[src/rtl/countdown_timer_if.sv]
// Countdown timer control/status bundle.
//   load         : single-cycle pulse, capture load_value
//   load_value   : start value in seconds
//   start_pause  : single-cycle pulse, start / pause / resume
//   seconds_left : remaining seconds (registered)
//   running      : high while counting
//   expired      : expiry indication
// master drives the controls and observes status; slave is the timer.
interface countdown_timer_if #(
  parameter int unsigned SECONDS_WIDTH = 8
);
  logic                     load;
  logic [SECONDS_WIDTH-1:0] load_value;
  logic                     start_pause;
  logic [SECONDS_WIDTH-1:0] seconds_left;
  logic                     running;
  logic                     expired;

  modport master (
    output load, load_value, start_pause,
    input  seconds_left, running, expired
  );

  modport slave (
    input  load, load_value, start_pause,
    output seconds_left, running, expired
  );
endinterface

[src/rtl/countdown_timer.sv]
// Seconds countdown timer.
// Loads a start value, decrements it once every TICKS_PER_SECOND clk cycles
// while running and flags expiry on reaching zero. start_pause toggles
// running/paused; load (priority over start_pause) returns to idle.
// Ports:
//   clk         : system clock, rising edge
//   async_reset : asynchronous, active-low reset
//   bus         : countdown_timer_if.slave (load, load_value, start_pause,
//                 seconds_left, running, expired)
// Optional feature macro: COUNTDOWN_TIMER_AUTO_RELOAD_EN
//   defined   -> on reaching zero, reload from the last loaded value and keep
//                running; expired becomes a one-cycle pulse. A zero reload
//                value still enters the latched expired state.
//   undefined -> expired is latched until load or reset.
module countdown_timer #(
  parameter int unsigned SECONDS_WIDTH    = 8,
  parameter int unsigned TICKS_PER_SECOND = 50000000
) (
  input  logic              clk,
  input  logic              async_reset,
  countdown_timer_if.slave  bus
);

  localparam int unsigned PRESC_WIDTH = $clog2(TICKS_PER_SECOND);
  localparam logic [PRESC_WIDTH-1:0] PRESC_LAST = PRESC_WIDTH'(TICKS_PER_SECOND - 1);

  typedef enum logic [1:0] {
    IDLE,
    RUNNING,
    PAUSED,
    EXPIRED
  } state_t;

  state_t                   state_q, state_d;
  logic [PRESC_WIDTH-1:0]   presc_q, presc_d;
  logic [SECONDS_WIDTH-1:0] seconds_q, seconds_d;
  logic                     second_done;

`ifdef COUNTDOWN_TIMER_AUTO_RELOAD_EN
  logic [SECONDS_WIDTH-1:0] reload_q, reload_d;
  logic                     pulse_q, pulse_d;
`endif

  assign second_done = (presc_q == PRESC_LAST);

  always_ff @(posedge clk or negedge async_reset) begin
    if (!async_reset) begin
      state_q   <= IDLE;
      presc_q   <= '0;
      seconds_q <= '0;
`ifdef COUNTDOWN_TIMER_AUTO_RELOAD_EN
      reload_q  <= '0;
      pulse_q   <= 1'b0;
`endif
    end else begin
      state_q   <= state_d;
      presc_q   <= presc_d;
      seconds_q <= seconds_d;
`ifdef COUNTDOWN_TIMER_AUTO_RELOAD_EN
      reload_q  <= reload_d;
      pulse_q   <= pulse_d;
`endif
    end
  end

  always_comb begin
    state_d   = state_q;
    presc_d   = presc_q;
    seconds_d = seconds_q;
`ifdef COUNTDOWN_TIMER_AUTO_RELOAD_EN
    reload_d  = reload_q;
    pulse_d   = 1'b0;
`endif
    if (bus.load) begin
      state_d   = IDLE;
      presc_d   = '0;
      seconds_d = bus.load_value;
`ifdef COUNTDOWN_TIMER_AUTO_RELOAD_EN
      reload_d  = bus.load_value;
`endif
    end else begin
      case (state_q)
        IDLE: begin
          if (bus.start_pause && (seconds_q != '0)) begin
            state_d = RUNNING;
            presc_d = '0;
          end
        end
        RUNNING: begin
          if (second_done) begin
            // The terminal tick is consumed even when a pause arrives with it.
            presc_d = '0;
            if (seconds_q == SECONDS_WIDTH'(1)) begin
`ifdef COUNTDOWN_TIMER_AUTO_RELOAD_EN
              if (reload_q != '0) begin
                seconds_d = reload_q;
                pulse_d   = 1'b1;
                state_d   = bus.start_pause ? PAUSED : RUNNING;
              end else begin
                seconds_d = '0;
                state_d   = EXPIRED;
              end
`else
              seconds_d = '0;
              state_d   = EXPIRED;
`endif
            end else begin
              seconds_d = seconds_q - SECONDS_WIDTH'(1);
              if (bus.start_pause) state_d = PAUSED;
            end
          end else if (bus.start_pause) begin
            // Pause freezes the prescaler at its current value.
            state_d = PAUSED;
          end else begin
            presc_d = presc_q + PRESC_WIDTH'(1);
          end
        end
        PAUSED: begin
          if (bus.start_pause) state_d = RUNNING;
        end
        EXPIRED: begin
          seconds_d = '0;
        end
        default: begin
          state_d = IDLE;
        end
      endcase
    end
  end

  assign bus.seconds_left = seconds_q;
  assign bus.running      = (state_q == RUNNING);
`ifdef COUNTDOWN_TIMER_AUTO_RELOAD_EN
  assign bus.expired      = (state_q == EXPIRED) | pulse_q;
`else
  assign bus.expired      = (state_q == EXPIRED);
`endif

endmodule

[src/flat_wrapper.sv]
// flat-port wrapper written by rule: the top's interface ports become plain ports
module countdown_timer_flat 
#(
  parameter int unsigned SECONDS_WIDTH    = 8,
  parameter int unsigned TICKS_PER_SECOND = 50000000
)
  (clk, async_reset, bus_load, bus_load_value, bus_start_pause, bus_seconds_left, bus_running, bus_expired);
  countdown_timer_if #(.SECONDS_WIDTH(SECONDS_WIDTH)) bus_i ();
  input  logic clk;
  input  logic async_reset;
  input wire logic [$bits(bus_i.load)-1:0] bus_load;
  input wire logic [$bits(bus_i.load_value)-1:0] bus_load_value;
  input wire logic [$bits(bus_i.start_pause)-1:0] bus_start_pause;
  output wire logic [$bits(bus_i.seconds_left)-1:0] bus_seconds_left;
  output wire logic [$bits(bus_i.running)-1:0] bus_running;
  output wire logic [$bits(bus_i.expired)-1:0] bus_expired;
  assign bus_i.load = bus_load;
  assign bus_i.load_value = bus_load_value;
  assign bus_i.start_pause = bus_start_pause;
  assign bus_seconds_left = bus_i.seconds_left;
  assign bus_running = bus_i.running;
  assign bus_expired = bus_i.expired;
  countdown_timer #(.SECONDS_WIDTH(SECONDS_WIDTH), .TICKS_PER_SECOND(TICKS_PER_SECOND)) u_core (.clk(clk), .async_reset(async_reset), .bus(bus_i));
endmodule
[config.mk]
export PLATFORM = sky130hd
export DESIGN_NAME = countdown_timer_flat
export DESIGN_NICKNAME = d
export VERILOG_FILES = /design/src/rtl/countdown_timer_if.sv /design/src/rtl/countdown_timer.sv /design/src/flat_wrapper.sv
export SDC_FILE = /design/constraint.sdc
export NUM_CORES = 1
export LEC_CHECK = 0
export BUFFER_PORTS_ARGS = -buffer_cell sky130_fd_sc_hd__buf_4
export CAP_MARGIN = 0
export CORE_MARGIN = 5
export CORE_UTILIZATION = 50
export CTS_CLUSTER_SIZE = 8
export DETAILED_ROUTE_END_ITERATION = 12
export PLACE_DENSITY = 0.72
export SLEW_MARGIN = 10
export SYNTH_ARGS = -nofsm -noshare
export SYNTH_HDL_FRONTEND = slang
export SYNTH_SLANG_ARGS = --single-unit
[constraint.sdc]
create_clock -name clk -period 6.5 [get_ports clk]
set_clock_uncertainty 0.1 [all_clocks]
set_input_delay 0 -clock clk [delete_from_list [all_inputs] [get_ports clk]]
set_output_delay 0 -clock clk [all_outputs]
set_load 0.1 [all_outputs]
==> run metrics <==
outcome completed; IO Count 22; Warnings, synthesis 0; GRT overflow 0; Pre-antenna DRT Iters 4; # DRC 0; Die W 78.17 um; max_slew headroom 38.63%; syn avg cell area 8.835 um2; # rows 24; post-route cell area 2745 um2; crit path launch type flip-flop; CP top delay family simple AND/OR/NAND/NOR gates; #FFs+latches synth 36; final hold vios 0; Pint 0.4204 mW; area grow syn2layout 18.15%; post-synthesis xor/xnor area fraction 0%; share of power burned in the clock network 27.1%; Critical path buffers and inverters 1; leading post-synthesis cells by cell area dfrtp_1 39%, o21ai_0 5.6%, nor2_1 5.0%, ha_1 3.8%, nand4_1 3.5%; register area share after synthesis 38.77%; area leader, netlist dfrtp_1; number of diodes 0; Final Max Tran Viols 0; Hold Crit Class in -> reg; layout cells sized above 1 16.22%; Die Area 6111 um2; largest family of logic cells by synthesized area simple AND/OR/NAND/NOR gates; Main synth FF type dfrtp_1; Synthesized Nets 282; Num CTS Buffers 5; CTS root buffer clkbuf_8; Mapped Cells 263; EDFF count, synth 0; critical path fanouts, max 19; worst-path cell chain or4b_4 > nor4_4 > a21oi_2 > buf_4 > and2_1 > a221o_2; number of DRC markers in iteration 0 140; synth unique cells 50; initial antenna violation count 0; CP max-delay cell or4b_4; kind of critical path reg -> reg; Final period util 42.92%; Synth Area in Adders 3.770%; Core Util, Final 61.77%; CP max stage delay 590 ps; IO buf count 21; pin count of the biggest net entering global routing 37; cell leakage power 1.156 nW; number of post-CTS setup repair buffers 0; CP Capture Type flip-flop; core box area 4444 um2; fin crit period 2790 ps; pwr/cell area 264.2 nW/um2; Comb pwr share 36.9%; H-Tree Level Count 2; multiplexer area fraction after synthesis 0%; placed cell areas 2534 um2; Synth top area share 38.77%; WL per Instance 16.80 um; Max Root-Sink Buffers 2; final setup fails 0; clock transition at the registers of the reported paths 80 ps; routability congestion estimate 0.8256; Initial Util 52.28%; post-route setup TNS 0 ps; Crit path required time 6570 ps; Synth Area in Compound Gates 23.59%; HPWL after DPL 3987 um; DR vias/cell 6.322; TritonCTS clock tree done; register share of total power 36.0%; RSZ-0062 raised after global routing false; Sink Count 36; Hold WS 82.24 ps; Die Span Y 78.17 um; Achievable Freq 358.4 MHz; Net Sw Frac 42.02%; Simple-Gate Fraction of Synth Area 30.86%; first-pass GRT wire length 9853 um; Routed WL 5845 um; GRT Overall Usage 19.52%; Skew-Pair Late Insertion Delay 290 ps; DR vias 2200; vias in the first global route 1978; layout net count 314; net switching power 0.3048 mW; filler cell count 379; Slew @ Worst Pin 913.0 ps; max-cap viol count 0; arrival time worst endpoint 2860 ps; VDD IR max 0.2257 mV; Routed Antenna Nets 0; Mapped Area 2323 um2; asr flop ratio synth 100.0%
layout by cell type, fill, tap and decap left out, drive strengths merged, types with 2 or more instances in the layout:
| cell type | n |
|---|---|
| and4 | 3 |
| a311oi | 2 |
| ha | 7 |
| nor2 | 31 |
| a21oi | 12 |
| and2 | 2 |
| dfrtp | 36 |
| o211ai | 4 |
| nor3b | 5 |
| a211oi | 4 |
| nand2b | 3 |
| a31oi | 5 |
| o21ai | 27 |
| a41oi | 2 |
| or2 | 2 |
| nor2b | 2 |
| and3 | 9 |
| or4 | 2 |
| nor4 | 8 |
| dlygate4sd3 | 10 |
| inv | 7 |
| nand2 | 14 |
| clkbuf | 5 |
| nand4 | 13 |
| nor3 | 11 |
| o311ai | 2 |
| buf | 24 |
| nand3 | 15 |
| or4b | 2 |
| a221o | 11 |
area by class of cell:
cell class / instances / area (um2) / share of cell area, %
Multi-Input combinational cell: 211 / 1361 / 49.59
Sequential cell: 36 / 900.9 / 32.82
Timing Repair Buffer: 34 / 280.3 / 10.21
Clock buffer: 5 / 68.82 / 2.507
Tap cell: 52 / 65.06 / 2.370
Clock inverter: 3 / 42.54 / 1.550
Inverter: 7 / 26.28 / 0.9572
path summary, 6_finish.rpt:
kind,to,start,slack [ps],cells past startpoint
max,u_core.presc_q[11],u_core.presc_q[16],3710,6
min in group asynchronous,u_core.bus.seconds_left[5],async_reset,110,2
min,u_core.state_q[1],bus_start_pause,80,3
min reg2reg,u_core.presc_q[0],u_core.presc_q[0],440,1
max reg2reg,u_core.presc_q[11],u_core.presc_q[16],3710,6
max in group asynchronous,u_core.presc_q[8],async_reset,5870,2
power by group through the flow:
stage | Clock (mW) | Combinational (mW) | Sequential (mW)
global route | 0.214 | 0.285 | 0.264
floorplan | 0 | 0.124 | 0.337
detailed placement | 0 | 0.261 | 0.264
finish | 0.197 | 0.268 | 0.261
global placement | 0 | 0.260 | 0.264
CTS | 0.200 | 0.266 | 0.260
layer usage:
metal	up-vias	GRT usage, %	part of all wire (%)
met5	-	0	0
met4	0	4.196	0.48
met3	4	4.577	5.7
met2	58	26.80	42
met1	1044	30.81	52
li1	1094	-	-
cells by family after synthesis:
logic type      count (synthesis)
compound gates                 79
flops                          36
fa+ha+maj                       7
buf+inv                        16
simple gates                  125
cell usage after synthesis, types with 3 or more instances:
cell and n:
a221o_1 8, inv_1 7, dfrtp_1 36, clkbuf_1 6
a221o_2 3, nand2b_1 3, o211ai_1 4, nor3_1 11
and4_1 3, o21ai_0 26, nand4_1 13, nor3b_1 5
a31oi_1 5, nor4_1 4, ha_1 7, a21oi_1 12
a211oi_1 3, and3_1 9, nand3_1 15, nand2_1 14
nor2_1 31
registers in the layout (all words and copies together) (netlist names):
signal	cells
u_core.presc_q	26
u_core.bus.seconds_left	8
u_core.state_q	2
through the flow:
| stage | std cells | worst slack [ps] | total power [mW] |
|---|---|---|---|
| 2_1_floorplan | 263 | 3444 | 0.4610 |
| 3_3_place_gp | 330 | 3766 | 0.5236 |
| 3_5_place_dp | 330 | 3747 | 0.5250 |
| 4_1_cts | 348 | 3734 | 0.7266 |
| 5_1_grt | 348 | 3565 | 0.7628 |
| 6_report | 348 | 3710 | 0.7252 |
worst min-delay path, delay by kind of cell:
kind	cells	cell delay [ps]
buffers and inverters	1	130
AO/OA/AOI/OAI	1	90
AND/OR/NAND/NOR	1	200
repair_timing:
item	CTS	global route
hold endpoints to repair	46	0
hold buffers	10	0
resized for setup	0	0
No activity file was read; power rests on OpenSTA's default activity.
